File: src/rtl/thres_gen.sv
// Binarisation stage: RGB565 -> 8-bit luma -> windowed 1-bit mask with pixel position.
// Three register stages from in_de/in_data to thres_de/thres_data; one pixel per clock.
module thres_gen #(
  parameter int unsigned H_ACT         = 480,
  parameter int unsigned V_ACT         = 272,
  parameter logic [7:0]  THRES_LO_INIT = 8'd128,
  parameter logic [7:0]  THRES_HI_INIT = 8'd255
) (
  input  logic        clk,
  input  logic        rst,
  input  logic        in_vs,
  input  logic        in_de,
  input  logic [15:0] in_data,
  input  logic [7:0]  thres_lo,
  input  logic [7:0]  thres_hi,
  output logic [9:0]  loc_x,
  output logic [9:0]  loc_y,
  output logic        thres_data,
  output logic        thres_de,
  output logic        frame_done
);

  localparam int unsigned CW    = 10;
  localparam logic [CW-1:0] X_MAX = CW'(H_ACT - 1);
  localparam logic [CW-1:0] Y_MAX = CW'(V_ACT - 1);

  logic          vs_prev_q, vs_prev_d, de_prev_q, de_prev_d;
  logic [CW-1:0] x_cnt_q, x_cnt_d, y_cnt_q, y_cnt_d;
  logic [7:0]    lo_act_q, lo_act_d, hi_act_q, hi_act_d;
  logic [CW-1:0] pix_x, pix_y;
  logic          vs_rise;

  logic          s1_vld_q, s1_vld_d;
  logic [CW-1:0] s1_x_q, s1_x_d, s1_y_q, s1_y_d;
  logic [7:0]    s1_r_q, s1_r_d, s1_g_q, s1_g_d, s1_b_q, s1_b_d;

  logic          s2_vld_q, s2_vld_d;
  logic [CW-1:0] s2_x_q, s2_x_d, s2_y_q, s2_y_d;
  logic [7:0]    s2_luma_q, s2_luma_d;
  logic [15:0]   sum;

  logic          thres_de_q, thres_de_d, thres_data_q, thres_data_d;
  logic          frame_done_q, frame_done_d;
  logic [CW-1:0] loc_x_q, loc_x_d, loc_y_q, loc_y_d;

  // Position tracking and per-frame bound capture; frame sync overrides line end.
  always_comb begin
    vs_rise   = in_vs & ~vs_prev_q;
    vs_prev_d = in_vs;
    de_prev_d = in_de;
    x_cnt_d   = x_cnt_q;
    y_cnt_d   = y_cnt_q;
    lo_act_d  = lo_act_q;
    hi_act_d  = hi_act_q;
    pix_x     = x_cnt_q;
    pix_y     = y_cnt_q;
    if (!in_de && de_prev_q) begin
      x_cnt_d = '0;
      y_cnt_d = (y_cnt_q == Y_MAX) ? y_cnt_q : y_cnt_q + CW'(1);
    end
    if (vs_rise) begin
      x_cnt_d  = '0;
      y_cnt_d  = '0;
      lo_act_d = thres_lo;
      hi_act_d = thres_hi;
      pix_x    = '0;
      pix_y    = '0;
    end
    if (in_de) begin
      x_cnt_d = (pix_x == X_MAX) ? pix_x : pix_x + CW'(1);
    end
  end

  // S1: colour expansion to 8 bits per channel.
  always_comb begin
    s1_vld_d = in_de;
    s1_x_d   = pix_x;
    s1_y_d   = pix_y;
    s1_r_d   = {in_data[15:11], in_data[15:13]};
    s1_g_d   = {in_data[10:5],  in_data[10:9]};
    s1_b_d   = {in_data[4:0],   in_data[4:2]};
  end

  // S2: weighted luma sum; max 65280 fits 16 bits.
  always_comb begin
    sum       = 16'd77  * {8'd0, s1_r_q}
              + 16'd150 * {8'd0, s1_g_q}
              + 16'd29  * {8'd0, s1_b_q};
    s2_vld_d  = s1_vld_q;
    s2_x_d    = s1_x_q;
    s2_y_d    = s1_y_q;
    s2_luma_d = 8'(sum >> 8);
  end

  // S3: window compare and output gating; an inverted window never matches.
  always_comb begin
    thres_de_d   = s2_vld_q;
    loc_x_d      = s2_vld_q ? s2_x_q : '0;
    loc_y_d      = s2_vld_q ? s2_y_q : '0;
    thres_data_d = s2_vld_q && (s2_luma_q >= lo_act_q) && (s2_luma_q <= hi_act_q);
    frame_done_d = s2_vld_q && (s2_x_q == X_MAX) && (s2_y_q == Y_MAX);
  end

  always_ff @(posedge clk or posedge rst) begin
    if (rst) begin
      vs_prev_q    <= 1'b0;
      de_prev_q    <= 1'b0;
      x_cnt_q      <= '0;
      y_cnt_q      <= '0;
      lo_act_q     <= THRES_LO_INIT;
      hi_act_q     <= THRES_HI_INIT;
      s1_vld_q     <= 1'b0;
      s1_x_q       <= '0;
      s1_y_q       <= '0;
      s1_r_q       <= '0;
      s1_g_q       <= '0;
      s1_b_q       <= '0;
      s2_vld_q     <= 1'b0;
      s2_x_q       <= '0;
      s2_y_q       <= '0;
      s2_luma_q    <= '0;
      thres_de_q   <= 1'b0;
      thres_data_q <= 1'b0;
      frame_done_q <= 1'b0;
      loc_x_q      <= '0;
      loc_y_q      <= '0;
    end else begin
      vs_prev_q    <= vs_prev_d;
      de_prev_q    <= de_prev_d;
      x_cnt_q      <= x_cnt_d;
      y_cnt_q      <= y_cnt_d;
      lo_act_q     <= lo_act_d;
      hi_act_q     <= hi_act_d;
      s1_vld_q     <= s1_vld_d;
      s1_x_q       <= s1_x_d;
      s1_y_q       <= s1_y_d;
      s1_r_q       <= s1_r_d;
      s1_g_q       <= s1_g_d;
      s1_b_q       <= s1_b_d;
      s2_vld_q     <= s2_vld_d;
      s2_x_q       <= s2_x_d;
      s2_y_q       <= s2_y_d;
      s2_luma_q    <= s2_luma_d;
      thres_de_q   <= thres_de_d;
      thres_data_q <= thres_data_d;
      frame_done_q <= frame_done_d;
      loc_x_q      <= loc_x_d;
      loc_y_q      <= loc_y_d;
    end
  end

  assign thres_de   = thres_de_q;
  assign thres_data = thres_data_q;
  assign frame_done = frame_done_q;
  assign loc_x      = loc_x_q;
  assign loc_y      = loc_y_q;

endmodule
File: config.mk
export PLATFORM = sky130hd
export DESIGN_NAME = thres_gen
export DESIGN_NICKNAME = d
export VERILOG_FILES = /design/src/rtl/thres_gen.sv
export SDC_FILE = /design/constraint.sdc
export NUM_CORES = 1
export LEC_CHECK = 0
export CELL_PAD_IN_SITES_DETAIL_PLACEMENT = 1
export CELL_PAD_IN_SITES_GLOBAL_PLACEMENT = 1
export CORE_UTILIZATION = 49
export CTS_BUF_LIST = sky130_fd_sc_hd__clkbuf_4 sky130_fd_sc_hd__clkbuf_8
export DETAILED_ROUTE_END_ITERATION = 10
export PLACE_DENSITY_LB_ADDON = 0.1
export SLEW_MARGIN = 20
export SYNTH_ARGS = -nofsm -noshare
export SYNTH_HDL_FRONTEND = slang
export SYNTH_SLANG_ARGS = --single-unit
export TNS_END_PERCENT = 100
File: constraint.sdc
create_clock -name clk -period 7.3 [get_ports clk]
set_clock_uncertainty 0.1 [all_clocks]
set_input_delay 0.73 -clock clk [delete_from_list [all_inputs] [get_ports clk]]
set_output_delay 0.73 -clock clk [all_outputs]
set_load 0.02 [all_outputs]
==> Flow_metrics.wiki, run 1 <==
{| class="wikitable"
! Metric !! Value
|-
| Min Clock Period, post-route || 6.65 ns
|-
| Post-CTS Repair Setup Buffers || 0
|-
| Antenna diode count || 0
|-
| Global-route congestion overflow total || 0
|-
| Top routing layer in use || met4
|-
| Total of flip-flops plus latches after synthesis || 126
|-
| Layout cells sized above 1 || about 7.5%
|-
| Hold slack final || 0.253 ns
|-
| Highest clock rate || 150 MHz
|-
| Cells traversed along the worst timing path || ha_1 -> ha_1 -> inv_1 -> fa_1 -> fa_1 -> inv_1 -> ha_1 -> xnor2_1 -> fa_1 -> inv_1 -> fa_1 -> fa_1 -> fa_1 -> inv_1 -> ha_1 -> a21o_1 -> a221o_1 -> a31oi_2 -> nor2b_2 -> a221oi_2 -> xnor2_1
|-
| Number of levels the H-tree was split into || 4
|-
| Kind of capture point of the worst setup path || register
|-
| Top Family by Delay on Critical Path || adder cells
|-
| Pin count of the biggest net entering global routing || 65
|-
| Portion of the clock cycle consumed by the worst path in the final layout || 91.1%
|-
| Routed via count || approximately 5000
|-
| Final Util || 58.4%
|-
| Mean routed wirelength per cell || 16.1 um
|-
| Cell area after synthesis || 7700 sq um
|-
| Async set or reset register ratio after synthesis || 100%
|-
| Power share of the combinational group || between 50% and 60%
|-
| Slew at the pin closest to its max-slew limit || 0.806 ns
|-
| Vias in the first global route || about 5600
|-
| Number of failing hold endpoints at the final stage || 0
|-
| Cell chosen for the clock root || clkbuf_8
|-
| Filler instances || ~1600
|-
| Number of slew-limit violations in the final report || 0
|-
| Die ar. || ~16000 sq um
|-
| Chip Height || 127 um
|-
| Clock slew seen by the registers of the worst setup and hold paths || around 0.090 ns
|-
| Routed metal-1 wire length || 6980 um
|-
| Max transition margin || 46.3%
|-
| Sw power || 1.54 mW
|-
| Number of buffers added by the clock tree synthesis step || 17
|-
| Most used standard cell by instance count after synthesis || inv_1
|-
| DP Wirelength || 12600 um
|-
| Commonest register cell after synthesis || dfrtp_1
|-
| Clock share of power || 17.6%
|-
| Weighted congestion reported at the end of routability-driven placement || 0.849
|-
| Worst skew pair latency || 0.46 ns
|-
| Worst path required time || 7.59 ns
|-
| Post-detailed-route count of antenna-violating nets || 0
|-
| Wire length of the first global-routing pass || 26900 um
|-
| Switching Share || around 42%
|-
| Area occupied by multi-input gates || 4000 sq um
|-
| Buffer and inverter count on the worst path || 4
|-
| Average cell area after synthesis || 11.1 sq um
|-
| Area of all placed cells without fillers || 8910 sq um
|-
| Number of DRC violations after detailed routing || 0
|-
| Maximum vdd ir drop || 320 uV
|-
| Placeable Area || 15300 sq um
|-
| Buffers on Ports || 58
|-
| Worst slack after detailed placement || ~0.63 ns
|-
| Share of the synthesized area in the top cell type || 38.0%
|-
| Sequential element share of the synthesized area || 41.1%
|-
| Sink Count || 126
|-
| Result of the run || finished, final reports clean
|-
| Master of the slowest instance on the critical path || fa_1
|-
| Unrepaired setup endpoints after global routing || no
|-
| Slowest Stage Delay on Critical Path || 0.56 ns
|-
| Hold buffers post-CTS || 0
|-
| Data arrival time at the worst-slack endpoint || 6.93 ns
|-
| Synthesized instance count || 691
|-
| Total of warnings raised by yosys || 0
|-
| Class of the most critical setup path || reg2reg
|-
| Worst-case setup margin in the final layout || about 0.65 ns
|-
| Average vias per placed instance || 5.08
|-
| Register area || 3160 sq um
|-
| Number of gates resized after CTS || 0
|-
| Max Fanout on Critical Path || 8
|-
| Number of max-cap violations || 0
|-
| Sequential power share || 22.9%
|-
| Die width || 127 um
|-
| Number of flops mapped to enable cells by yosys || 0
|-
| Met2 wire len || 8130 um
|-
| Placed Instances || 949
|-
| CTS tree || built
|-
| Top cells by area, synth || dfrtp_1 (38%), ha_1 (16%), fa_1 (14%)
|-
| Total detailed-routing wirelength || 15800 um
|-
| Final cell count without fillers || 981
|-
| Wire length on met3 || about 510 um
|-
| Total GRT Usage || a little over a fifth
|-
| Number of I/O pins || 59
|-
| Synthesized net count || 882
|-
| Iteration-0 DRC Markers || 167
|-
| Most frequent CP cell || fa_1
|-
| Number of core rows || 45
|-
| Final net count || 948
|-
| Largest area contributor in the netlist || dfrtp_1
|-
| Leakage power figure || 4.50 nW
|-
| Leading cell types by count after synthesis || inv_1 (123), dfrtp_1 (117), ha_1 (101), fa_1 (54), nand2_1 (51)
|-
| Post-detailed-placement cell area || 8490 sq um
|-
| Power density over the cells || 410 nW/um^2
|-
| Design Power || 3.65 mW
|-
| Synthesis-to-layout area growth || 15.7%
|-
| Type of origin of the critical path || register
|-
| Largest buffer count on any clock path || 2
|-
| First-pass iteration count of the detailed router || 6
|-
| Total Neg Setup Slack || 0 ns
|-
| Starting utilization of the core area || between 50% and 60%
|-
| Class of the most critical hold timing path || reg2reg
|-
| Antenna violations before repair || 0
|-
| Number of distinct library cell variants in the gate-level netlist after synthesis || 57
|-
| # setup viols final || 0
|-
| Internal power || 2.12 mW
|}
cells by family after synthesis:
kind of cell	synth area share [%]
AOI/OAI and AO/OA	7.33
xor gates and xnor gates	3.53
adders and majority gates	30.5
buffers and inverters	6.88
DFF	41.1
muxes	0.406
and+or+nand+nor	10.3
path summary, 6_finish.rpt:
| path | endpoint | depth (start not counted) | slack (ns) | startpoint |
|---|---|---|---|---|
| min reg2reg | s2_x_q[6] | 0 | 0.25 | s1_x_q[6] |
| max in group asynchronous | s1_b_q[4] | 3 | 5.12 | rst |
| min in group asynchronous | s2_luma_q[7] | 2 | 0.69 | rst |
| max reg2reg | s2_luma_q[7] | 21 | 0.65 | s1_g_q[6] |
| min | s2_x_q[6] | 0 | 0.25 | s1_x_q[6] |
| max | s2_luma_q[7] | 21 | 0.65 | s1_g_q[6] |
power by group through the flow:
| stage | registers, mW | logic (mW) | clock network (mW) |
|---|---|---|---|
| global placement | 0.849 | 2.03 | 0 |
| floorplan | 0.841 | 1.69 | 0 |
| CTS | 0.838 | 2.22 | 0.664 |
| finish | 0.837 | 2.17 | 0.645 |
| detailed placement | 0.852 | 2.20 | 0 |
| global route | 0.845 | 2.47 | 0.690 |
cell usage in the layout (no fill, tap or decap), types with 4 or more instances in the layout:
master	synthesis	final
a21o_1	12	12
a21oi_1	18	18
and2_1	29	29
and3_1	7	7
clkbuf_8	0	18
clkdlybuf4s50_1	0	58
dfrtp_1	117	117
dfstp_2	9	9
fa_1	54	54
ha_1	101	101
inv_1	123	122
inv_6	0	5
nand2_1	51	51
nand3_1	8	8
nand4_1	6	6
nor2_1	25	25
nor3_1	7	7
o21ai_0	28	28
o21bai_1	4	4
xnor2_1	23	23
xor2_1	8	8
state kept, by name, indices dropped and copies added, names as in the netlist, 6 cells and up:
signal	count
hi_act_q	8
lo_act_q	8
loc_x	10
loc_y	10
s1_g_q	6
s1_x_q	10
s1_y_q	10
s2_luma_q	8
s2_x_q	10
s2_y_q	10
x_cnt_q	10
y_cnt_q	10
routing by layer:
metal  vias up  global-route usage (%)
li1       2358                       -
met1      2517                    26.8
met2        85                    38.5
met3        21                    4.36
met4         0                    7.00
met5         -                       0
cell type report:
class / count / area share (%)
clock buffer: 18 / 2.78
multi-input combinational: 429 / 45.0
sequential: 126 / 35.5
timing repair buffer: 59 / 6.60
tap: 211 / 2.96
inverter: 124 / 5.25
clock inverter: 14 / 1.91
Power figures use the tool's default switching activity.
==> run 2, diff against run 1 <==
CORE_MARGIN = 5   (was not set)
==> run 2 against run 1 <==
- core utilization fell by 0.30 points
- die area grew 13%
- maximum frequency grew 0.93%
- setup slack better by 0.061 ns
- critical path type unchanged
- count of clock-buffer cells in the layout did not move
==> Flow_metrics.wiki, run 2 (same netlist as run 1, synthesis figures left out) <==
{| class="wikitable"
! Metric !! Value
|-
| Global-route congestion overflow total || 0
|-
| Number of levels the H-tree was split into || 4
|-
| Clock share of power || 17.3%
|-
| Type of origin of the critical path || register
|-
| Internal power || 2.11 mW
|-
| Die ar. || 18300 sq um
|-
| Sequential power share || 23.1%
|-
| Portion of the clock cycle consumed by the worst path in the final layout || 90.2%
|-
| FF-to-FF setup slack || 0.71 ns
|-
| # setup viols final || 0
|-
| Sw power || approximately 1.5 mW
|-
| Max Fanout on Critical Path || 8
|-
| Die width || 135 um
|-
| Layout cells sized above 1 || 7.53%
|-
| Number of failing hold endpoints at the final stage || 0
|-
| Worst skew pair latency || 0.46 ns
|-
| Antenna diode count || 0
|-
| Class of the most critical setup path || reg2reg
|-
| Largest buffer count on any clock path || 2
|-
| Post-CTS Repair Setup Buffers || 0
|-
| CTS tree || built
|-
| Buffers on Ports || 58
|-
| Number of slew-limit violations in the final report || 0
|-
| Final net count || 948
|-
| Most common cell after layout, fill and taps aside || inv_1
|-
| Clock slew seen by the registers of the worst setup and hold paths || 0.08 ns
|-
| Placeable Area || 15300 sq um
|-
| Result of the run || finished, final reports clean
|-
| Iteration-0 DRC Markers || 169
|-
| Number of core rows || 45
|-
| Data arrival time at the worst-slack endpoint || 6.86 ns
|-
| Wire length of the first global-routing pass || 27700 um
|-
| Leading cell types in the layout, fill and taps excluded || inv_1 (122), dfrtp_1 (117), ha_1 (101)
|-
| Worst path required time || 7.57 ns
|-
| Filler instances || 1644
|-
| Final cell count without fillers || just under 1000
|-
| Chip Height || ~140 um
|-
| Final Util || 58.1%
|-
| Synthesis-to-layout area growth || 15.5%
|-
| First-pass iteration count of the detailed router || 4
|-
| Antenna violations before repair || 0
|-
| Kind of capture point of the worst setup path || register
|-
| Min Clock Period, post-route || 6.59 ns
|-
| Power share of the combinational group || 59.6%
|-
| Sink Count || 126
|-
| Area of all placed cells without fillers || 8890 sq um
|-
| Total GRT Usage || 19.2%
|-
| Cell chosen for the clock root || clkbuf_8
|-
| Average vias per placed instance || 5.13
|-
| Power density over the cells || 407 nW/um^2
|-
| Switching Share || around two fifths
|-
| Total detailed-routing wirelength || 16000 um
|-
| Number of I/O pins || just under 60
|-
| Class of the most critical hold timing path || reg2reg
|-
| Pin count of the biggest net entering global routing || 68
|-
| Highest clock rate || 152 MHz
|-
| Mean routed wirelength per cell || ~16 um
|-
| Total Neg Setup Slack || 0 ns
|-
| Number of DRC violations after detailed routing || 0
|-
| Placed Instances || 949
|-
| Number of max-cap violations || 0
|-
| Post-detailed-placement cell area || approximately 8500 sq um
|-
| Number of gates resized after CTS || 0
|-
| Maximum vdd ir drop || 271 uV
|-
| Slew at the pin closest to its max-slew limit || 0.824 ns
|-
| Routed via count || between 5000 and 6000
|-
| DP Wirelength || 12300 um
|-
| Post-detailed-route count of antenna-violating nets || 0
|-
| Number of buffers added by the clock tree synthesis step || 17
|-
| Hold buffers post-CTS || 0
|-
| Vias in the first global route || 5683
|-
| Max transition margin || 45.1%
|-
| Starting utilization of the core area || roughly half
|-
| Unrepaired setup endpoints after global routing || no
|-
| Leakage power figure || 4.49 nW
|-
| Weighted congestion reported at the end of routability-driven placement || 0.859
|-
| Hold slack final || 0.249 ns
|}
-- run 2: power by group through the flow --
| stage | logic [mW] | clock network, mW | registers, mW |
|---|---|---|---|
| after floorplan | 1.69 | 0 | 0.841 |
| after global placement | 2.04 | 0 | 0.849 |
| after detailed placement | 2.14 | 0 | 0.853 |
| after CTS | 2.20 | 0.644 | 0.839 |
| after global routing | 2.47 | 0.684 | 0.845 |
| final | 2.15 | 0.626 | 0.837 |
-- run 2: per-layer routing --
metal / up-vias / part of all wire [%] / GRT usage, % / routed length (um)
li1: 2360 / - / - / -
met1: 2573 / 45 / 24.5 / 7160
met2: 78 / 50 / 32.9 / 8050
met3: 20 / 3.5 / 3.97 / 552
met4: 0 / 1.3 / 5.88 / 210
met5: - / 0 / 0 / 0
-- run 2: through the flow --
stage / setup WS (ns) / power (mW)
after global placement: 0.865 / 2.89
after floorplan: 1.05 / 2.53
after global routing: 0.403 / 4.00
final: 0.714 / 3.62
after detailed placement: 0.685 / 3.00
after CTS: 0.667 / 3.68
-- run 2: cell type report --
cell class	instances	area [sq um]	share of cell area, %
well taps	211	264	2.97
clock inverters	14	156	1.76
inverters	124	468	5.26
multi-input cells	429	4000	45.0
flip-flops and latches	126	3160	35.6
repair buffers	59	588	6.61
clock buffers	18	248	2.79
-- run 2: worst paths after layout --
check	cells after the start	to	startpoint
max	21	s2_luma_q[7]	s1_g_q[6]
min	0	s2_y_q[2]	s1_y_q[2]
max reg2reg	21	s2_luma_q[7]	s1_g_q[6]
min reg2reg	0	s2_y_q[2]	s1_y_q[2]
max in group asynchronous	3	s1_g_q[4]	rst
min in group asynchronous	2	s2_luma_q[3]	rst
-- run 2: critical path, cell delays in order, from the launching register on --
cell and delay (ns):
dfrtp_1 0.49, ha_1 0.34, ha_1 0.28, inv_1 0.05, fa_1 0.50, fa_1 0.51
inv_1 0.05, ha_1 0.35, xnor2_1 0.17, fa_1 0.49, inv_1 0.06, fa_1 0.53
fa_1 0.44, fa_1 0.54, inv_1 0.05, ha_1 0.33, a21o_1 0.22, a221o_1 0.30
a31oi_2 0.20, nor2b_2 0.10, a221oi_2 0.26, xnor2_1 0.15
